$ cat src/rtl/classifier_mac_argmax_modular_pkg.sv
// Shared widths, saturation limits and the saturating add used by the
// output-layer classifier (MAC unit and argmax top).
package classifier_mac_argmax_modular_pkg;

    localparam int unsigned ACC_W  = 20;
    localparam int unsigned X_W    = 4;
    localparam int unsigned W_W    = 8;
    localparam int unsigned PROD_W = 12;

    localparam logic signed [ACC_W-1:0] ACC_MIN = 20'sh80000;  // -524288
    localparam logic signed [ACC_W-1:0] ACC_MAX = 20'sh7FFFF;  // +524287

    // Signed add that clamps to [ACC_MIN, ACC_MAX] instead of wrapping.
    function automatic logic signed [ACC_W-1:0] sat20(input logic signed [ACC_W-1:0] a,
                                                      input logic signed [ACC_W-1:0] b);
        logic [ACC_W:0] sum;
        sum = {a[ACC_W-1], a} + {b[ACC_W-1], b};
        // The two top bits disagree only when the true result left the 20-bit range.
        if (sum[ACC_W] != sum[ACC_W-1]) begin
            return sum[ACC_W] ? ACC_MIN : ACC_MAX;
        end
        return sum[ACC_W-1:0];
    endfunction

endpackage

$ cat src/rtl/classifier_mac_unit.sv
// Multiply-accumulate for one class score.
// Ports:
//   clk, rst_n        clock, async active-low reset
//   x_int4, w_int8    signed activation / weight
//   new_feat          accumulate x*w this cycle
//   new_class         class end: clear the accumulator
//   acc20             registered running score
//   candidate         combinational finalized score (acc20 + product if new_feat)
module classifier_mac_unit
    import classifier_mac_argmax_modular_pkg::*;
(
    input  logic                    clk,
    input  logic                    rst_n,
    input  logic signed [X_W-1:0]   x_int4,
    input  logic signed [W_W-1:0]   w_int8,
    input  logic                    new_feat,
    input  logic                    new_class,
    output logic signed [ACC_W-1:0] acc20,
    output logic signed [ACC_W-1:0] candidate
);

    logic signed [PROD_W-1:0] x_ext;
    logic signed [PROD_W-1:0] w_ext;
    logic signed [PROD_W-1:0] prod;
    logic signed [ACC_W-1:0]  addend;
    logic signed [ACC_W-1:0]  acc_q;
    logic signed [ACC_W-1:0]  acc_d;

    // 4b x 8b always fits in 12 bits, so the product never overflows.
    assign x_ext  = {{(PROD_W - X_W){x_int4[X_W-1]}}, x_int4};
    assign w_ext  = {{(PROD_W - W_W){w_int8[W_W-1]}}, w_int8};
    assign prod   = x_ext * w_ext;
    assign addend = new_feat ? {{(ACC_W - PROD_W){prod[PROD_W-1]}}, prod} : '0;

    // Same saturating sum serves as next accumulator and as the finalized score.
    assign candidate = sat20(acc_q, addend);

    always_comb begin
        acc_d = acc_q;
        if (new_class) begin
            acc_d = '0;
        end else if (new_feat) begin
            acc_d = candidate;
        end
    end

    always_ff @(posedge clk or negedge rst_n) begin
        if (!rst_n) begin
            acc_q <= '0;
        end else begin
            acc_q <= acc_d;
        end
    end

    assign acc20 = acc_q;

endmodule

$ cat src/rtl/classifier_mac_argmax_modular.sv
// Streaming output-layer classifier: MAC per class plus running argmax.
// Ports:
//   clk, rst_n           clock, async active-low reset
//   x_int4, w_int8       signed activation / weight
//   new_feat             accumulate x*w this cycle
//   new_class, class_id  class end strobe and index of the finalized class
//   acc20                running score of the current class
//   max_score, max_class best score so far and its class index
module classifier_mac_argmax_modular
    import classifier_mac_argmax_modular_pkg::*;
#(
    parameter int unsigned CLASS_BITS = 3
) (
    input  logic                    clk,
    input  logic                    rst_n,
    input  logic signed [X_W-1:0]   x_int4,
    input  logic signed [W_W-1:0]   w_int8,
    input  logic                    new_feat,
    input  logic                    new_class,
    input  logic [CLASS_BITS-1:0]   class_id,
    output logic signed [ACC_W-1:0] acc20,
    output logic signed [ACC_W-1:0] max_score,
    output logic [CLASS_BITS-1:0]   max_class
);

    logic signed [ACC_W-1:0] candidate;
    logic signed [ACC_W-1:0] max_score_q;
    logic [CLASS_BITS-1:0]   max_class_q;

    classifier_mac_unit u_mac (
        .clk       (clk),
        .rst_n     (rst_n),
        .x_int4    (x_int4),
        .w_int8    (w_int8),
        .new_feat  (new_feat),
        .new_class (new_class),
        .acc20     (acc20),
        .candidate (candidate)
    );

    // class_id 0 opens a new inference and overwrites; otherwise strict > keeps
    // the first-seen class on ties.
    always_ff @(posedge clk or negedge rst_n) begin
        if (!rst_n) begin
            max_score_q <= ACC_MIN;
            max_class_q <= '0;
        end else if (new_class) begin
            if (class_id == '0) begin
                max_score_q <= candidate;
                max_class_q <= '0;
            end else if (candidate > max_score_q) begin
                max_score_q <= candidate;
                max_class_q <= class_id;
            end
        end
    end

    assign max_score = max_score_q;
    assign max_class = max_class_q;

endmodule

$ cat config.mk
export PLATFORM = sky130hd
export DESIGN_NAME = classifier_mac_argmax_modular
export DESIGN_NICKNAME = d
export VERILOG_FILES = /design/src/rtl/classifier_mac_argmax_modular_pkg.sv /design/src/rtl/classifier_mac_unit.sv /design/src/rtl/classifier_mac_argmax_modular.sv
export SDC_FILE = /design/constraint.sdc
export NUM_CORES = 1
export LEC_CHECK = 0
export CAP_MARGIN = 20
export CORE_MARGIN = 3
export CORE_UTILIZATION = 61
export DETAILED_ROUTE_END_ITERATION = 10
export PLACE_DENSITY = 0.88
export SLEW_MARGIN = 10
export SYNTH_ARGS = -nofsm -noshare
export SYNTH_HDL_FRONTEND = slang
export SYNTH_SLANG_ARGS = --single-unit
$ cat constraint.sdc
create_clock -name clk -period 7.35 [get_ports clk]
set_clock_uncertainty 0.05 [all_clocks]
set_input_delay 1.47 -clock clk [delete_from_list [all_inputs] [get_ports clk]]
set_output_delay 1.47 -clock clk [all_outputs]
set_load 0.01 [all_outputs]
==> results of run 1 <==
==> logic make-up after synthesis <==
logic type      count (synthesis)  share of synthesized area, %
fa+ha+maj                      79                          25.2
xor+xnor                       24                          4.72
mux                            10                          3.18
flops                          43                          24.2
compound gates                127                          19.6
simple gates                  172                          17.7
buf+inv                        58                          5.37
==> repair_timing <==
item                                    in CTS
buffers inserted                            14
gates cloned                                 0
endpoints found under the setup margin      39
pin swaps                                   34
resized for setup                           53
hold buffers                                 0
==> per-layer routing <==
layer  track usage, %  overflow
met3             68.8         4
met2              119       420
met5             13.5         0
met1             85.1         6
met4              105       166
==> metrics by stage <==
step           util, %  hold slack, ns  instances
3_5_place_dp      88.1           0.455        777
2_1_floorplan        -           0.441        513
4_1_cts           92.9           0.472        796
3_3_place_gp      88.1           0.441        777
==> qor.yml, run 1 <==
status: "stopped before the end"
lastStage: "5_1_grt"
tool.error: "[ERROR GRT-0232] Routing congestion too high. Check the congestion heatmap in the GUI."
rows: 30
yosys-top-cells-area: "dfrtp_1 (24%), ha_1 (17%), fa_1 (8.1%)"
overflow: 596
synth_edf_count: 0
grt_use_total_pct: 92.3
ys_types: 58
ys_seq_area_share_pct: 24.2
synth_seq_cells: 43
syn_area_per_cell_sq_um: 8.68
grt_start_max_net_pins: 44
cts_root_buf: "clkbuf_8"
postGrtWorstEndpoint: "max_score[17]$_DFFE_PN0P_/D"
io_buffers: 61
synth.top_cell.area_share_pct: 23.6
ios: 62
start_util_pct: 64.1
clock-sinks: 43
syn_inst: 513
post_synth_most_frequent_cells: "ha_1 (60), nor2_1 (60), nand2_1 (53), inv_1 (49), dfrtp_1 (42)"
cts_max_level: 2
ys.flop_type: "dfrtp_1"
die_h_microns: 91.4
die_w_microns: 91.4
async_reset_ff_share_pct: 100
synth_top_area_cell: "dfrtp_1"
hpwl_microns: 12200
gp_congestion: 0.924
endpoint_type: "register input"
syn_area_sq_um: 4450
yosysWarnings: 0
numCtsBuffers: 5
syn-num-nets: 610
place_ws_ns: -2.31
dpl_cell_area_sq_um: 6120
cts_buffer_depth: 2
==> run 2: changes to the inputs <==
Settings changed: CORE_UTILIZATION 61 to 40, PLACE_DENSITY 0.88 to unset, PLACE_DENSITY_LB_ADDON set to 0.15.
==> run 2 against run 1 <==
The flow now finishes, with violations (negative setup slack). Synthesized cell count unchanged. Synthesized area unchanged.
==> qor.yml, run 2 <==
rows: 37  # was 30
antenna_cells: 0
vias_per_cell: 5.24
detail_route.wl_per_cell_microns: 15.5
start_util_pct: 42.2  # was 64.1%
cts_tree: "built"
synth_edf_count: 0  # unchanged
path_clk_slew_ns: 0.08
violations: "negative setup slack"
p_comb_share_pct: 79.2
syn_area_sq_um: 4450  # unchanged
area_growth_pct: 49.7
critPathLaunchType: "input pin"
min_path_cells: 2
ys.flop_type: "dfrtp_1"  # unchanged
drive_gt1_share_pct: 31.5
reg2regPathDepth: 22
internal-power_mw: 1.62
synth_seq_cells: 43  # unchanged
worst_slew_pin_slew_ns: 0.991
cp.required_ns: 7.49
yosys-top-cells-area: "dfrtp_1 (24%), ha_1 (17%), fa_1 (8.1%)"  # unchanged
multi_input_area_sq_um: 3450
arrival_ns: 8.73
synth_top_area_cell: "dfrtp_1"  # unchanged
hpwl_microns: 10800  # was 12200 microns
post_synth_most_frequent_cells: "ha_1 (60), nor2_1 (60), nand2_1 (53), inv_1 (49), dfrtp_1 (42)"  # unchanged
first_pass_iters: 4
ios: 62  # unchanged
final_common_cell: "buf_4"
worstSetupPathType: "input pin to flip-flop"
cts_root_buf: "clkbuf_8"  # unchanged
clock-sinks: 43  # unchanged
wirelength_microns: 13100
worst_slack_ns: -1.25
io_buffers: 61  # unchanged
drc: 0
vias: 4419
postCtsHoldBufs: 0  # unchanged
crit_path_end_kind: "flip-flop"
syn-num-nets: 610  # unchanged
gp_congestion: 0.887  # was 0.924
use_met2_pct: 37.2
yosysWarnings: 0  # unchanged
grt.busiest_layer: "met2"
min_path_type: "flip-flop to flip-flop"
die_w_microns: 111  # was 91.4 microns
period_share_pct: 117
cts_buffer_depth: 2  # unchanged
slew-limit-headroom_pct: 33.9
syn_inst: 513  # unchanged
critPathSlowestCell: "fa_1"
setup_viol: 23
overflow: 0
switching_share_pct: 43.5
finalHoldViolCount: 0
drtIter0Drc: 244
fp.dieArea_sq_um: 12400
p_switching_mw: 1.24
grt_use_total_pct: 21.3
p_per_area_nw_per_um2: 430
clock_latency_ns: 0.31
slowest_delay_ns: 0.50
p_seq_share_pct: 14.9
rsz0062_at_grt: "true"
die_h_microns: 111  # was 91.4 microns
p_leak_nw: 3.30
fmax_ghz: 0.116
layout_common_cells: "buf_4 (119), nor2_1 (56), ha_1 (55)"
pwr-share-clk_pct: 5.9
seq_area_sq_um: 1080
timing.final.max_slew_violations: 0
grt_pass1_wl_microns: 22100
grt_pass1_vias: 4586
period_minus_slack_ns: 8.60
grt_start_max_net_pins: 44
antenna_found_initial: 0
numCtsBuffers: 5  # unchanged
ant_nets: 0
async_reset_ff_share_pct: 100  # unchanged
ys_seq_area_share_pct: 24.2  # unchanged
status: "finished, violations left"  # was stopped before the end
gr-usage-met3_pct: 2.61
synth.top_cell.area_share_pct: 23.6  # unchanged
grt.met1_usage_pct: 28.1
cp_max_fo: 7
place_ws_ns: -2.03  # was -2.31 ns
max-vdd-ir-drop_mv: 0.212
fillers: 908
power.total_mw: 2.86
coreArea_sq_um: 10600
syn_area_per_cell_sq_um: 8.68  # unchanged
nNetsFinal: 803
cts_max_level: 2  # unchanged
maxCapViolations: 0
ys_types: 58  # unchanged
[run 2: repair_timing]
item	4_1_cts	5_1_grt
pin swaps	34	30
endpoints found under the setup margin	32	38
resized for setup	54	31
setup buffers	6	7
[run 2: critical path: cells and delay by family]
kind	cells	cell delay, ns
xor gates and xnor gates	1	0.19
AOI/OAI and AO/OA	13	2.05
and+or+nand+nor	10	1.51
buffers and inverters	6	1.20
muxes	1	0.25
adders and majority gates	6	2.05
[run 2: through the flow]
step	std cells	instance area, sq um	util [%]	setup TNS, ns	hold slack, ns
global placement	824	6220	58.9	-43.72	0.450
detailed placement	824	6220	58.9	-50.41	0.448
floorplan	513	4560	-	-21.26	0.441
finish	843	6660	63.1	-28.02	0.467
CTS	836	6490	61.5	-30.35	0.472
global route	843	6660	63.1	-34.79	0.491
[run 2: kinds of logic (layout without fill, tap and decap cells)]
family                   count (synthesis)  in the layout  share of synthesized area (%)
AND/OR/NAND/NOR                        172            172                           17.7
AO/OA/AOI/OAI                          127            127                           19.6
adder cells (fa/ha/maj)                 79             79                           25.2
buffers and inverters                   58            252                           5.37
flip-flops                              43             43                           24.2
XOR/XNOR                                24             24                           4.72
multiplexers                            10             10                           3.18
[run 2: worst paths after layout]
check                                     from              to  slack (ns)
max in group asynchronous                rst_n  u_mac.acc20[4]        5.36
worst min register to register   max_score[11]   max_score[11]        0.47
worst max register to register  u_mac.acc20[0]    max_score[3]        2.36
worst max-delay path                 w_int8[4]    max_score[3]       -1.25
min in group asynchronous                rst_n   max_score[15]        1.27
worst min-delay path             max_score[11]   max_score[11]        0.47
[run 2: area by class of cell]
cell class,instances,area share [%]
clock buffers,8,1.50
repair buffers,195,25.3
flip-flops and latches,43,16.2
multi-input cells,412,51.7
well taps,136,2.55
inverters,49,2.76
[run 2: metal layers]
metal  wire length [microns]  part of all wire, %
met1                    5970                   46
met2                    6430                   49
met3                     461                  3.5
met4                     235                  1.8
met5                       0                    0
[run 2: power groups by stage]
stage | logic (mW) | registers (mW) | clock network [mW]
after detailed placement | 2.02 | 0.433 | 0
after floorplan | 1.08 | 0.449 | 0
after global placement | 1.98 | 0.428 | 0
after global routing | 2.49 | 0.441 | 0.183
final | 2.27 | 0.427 | 0.169
after CTS | 2.15 | 0.429 | 0.172
Power figures use the tool's default switching activity.
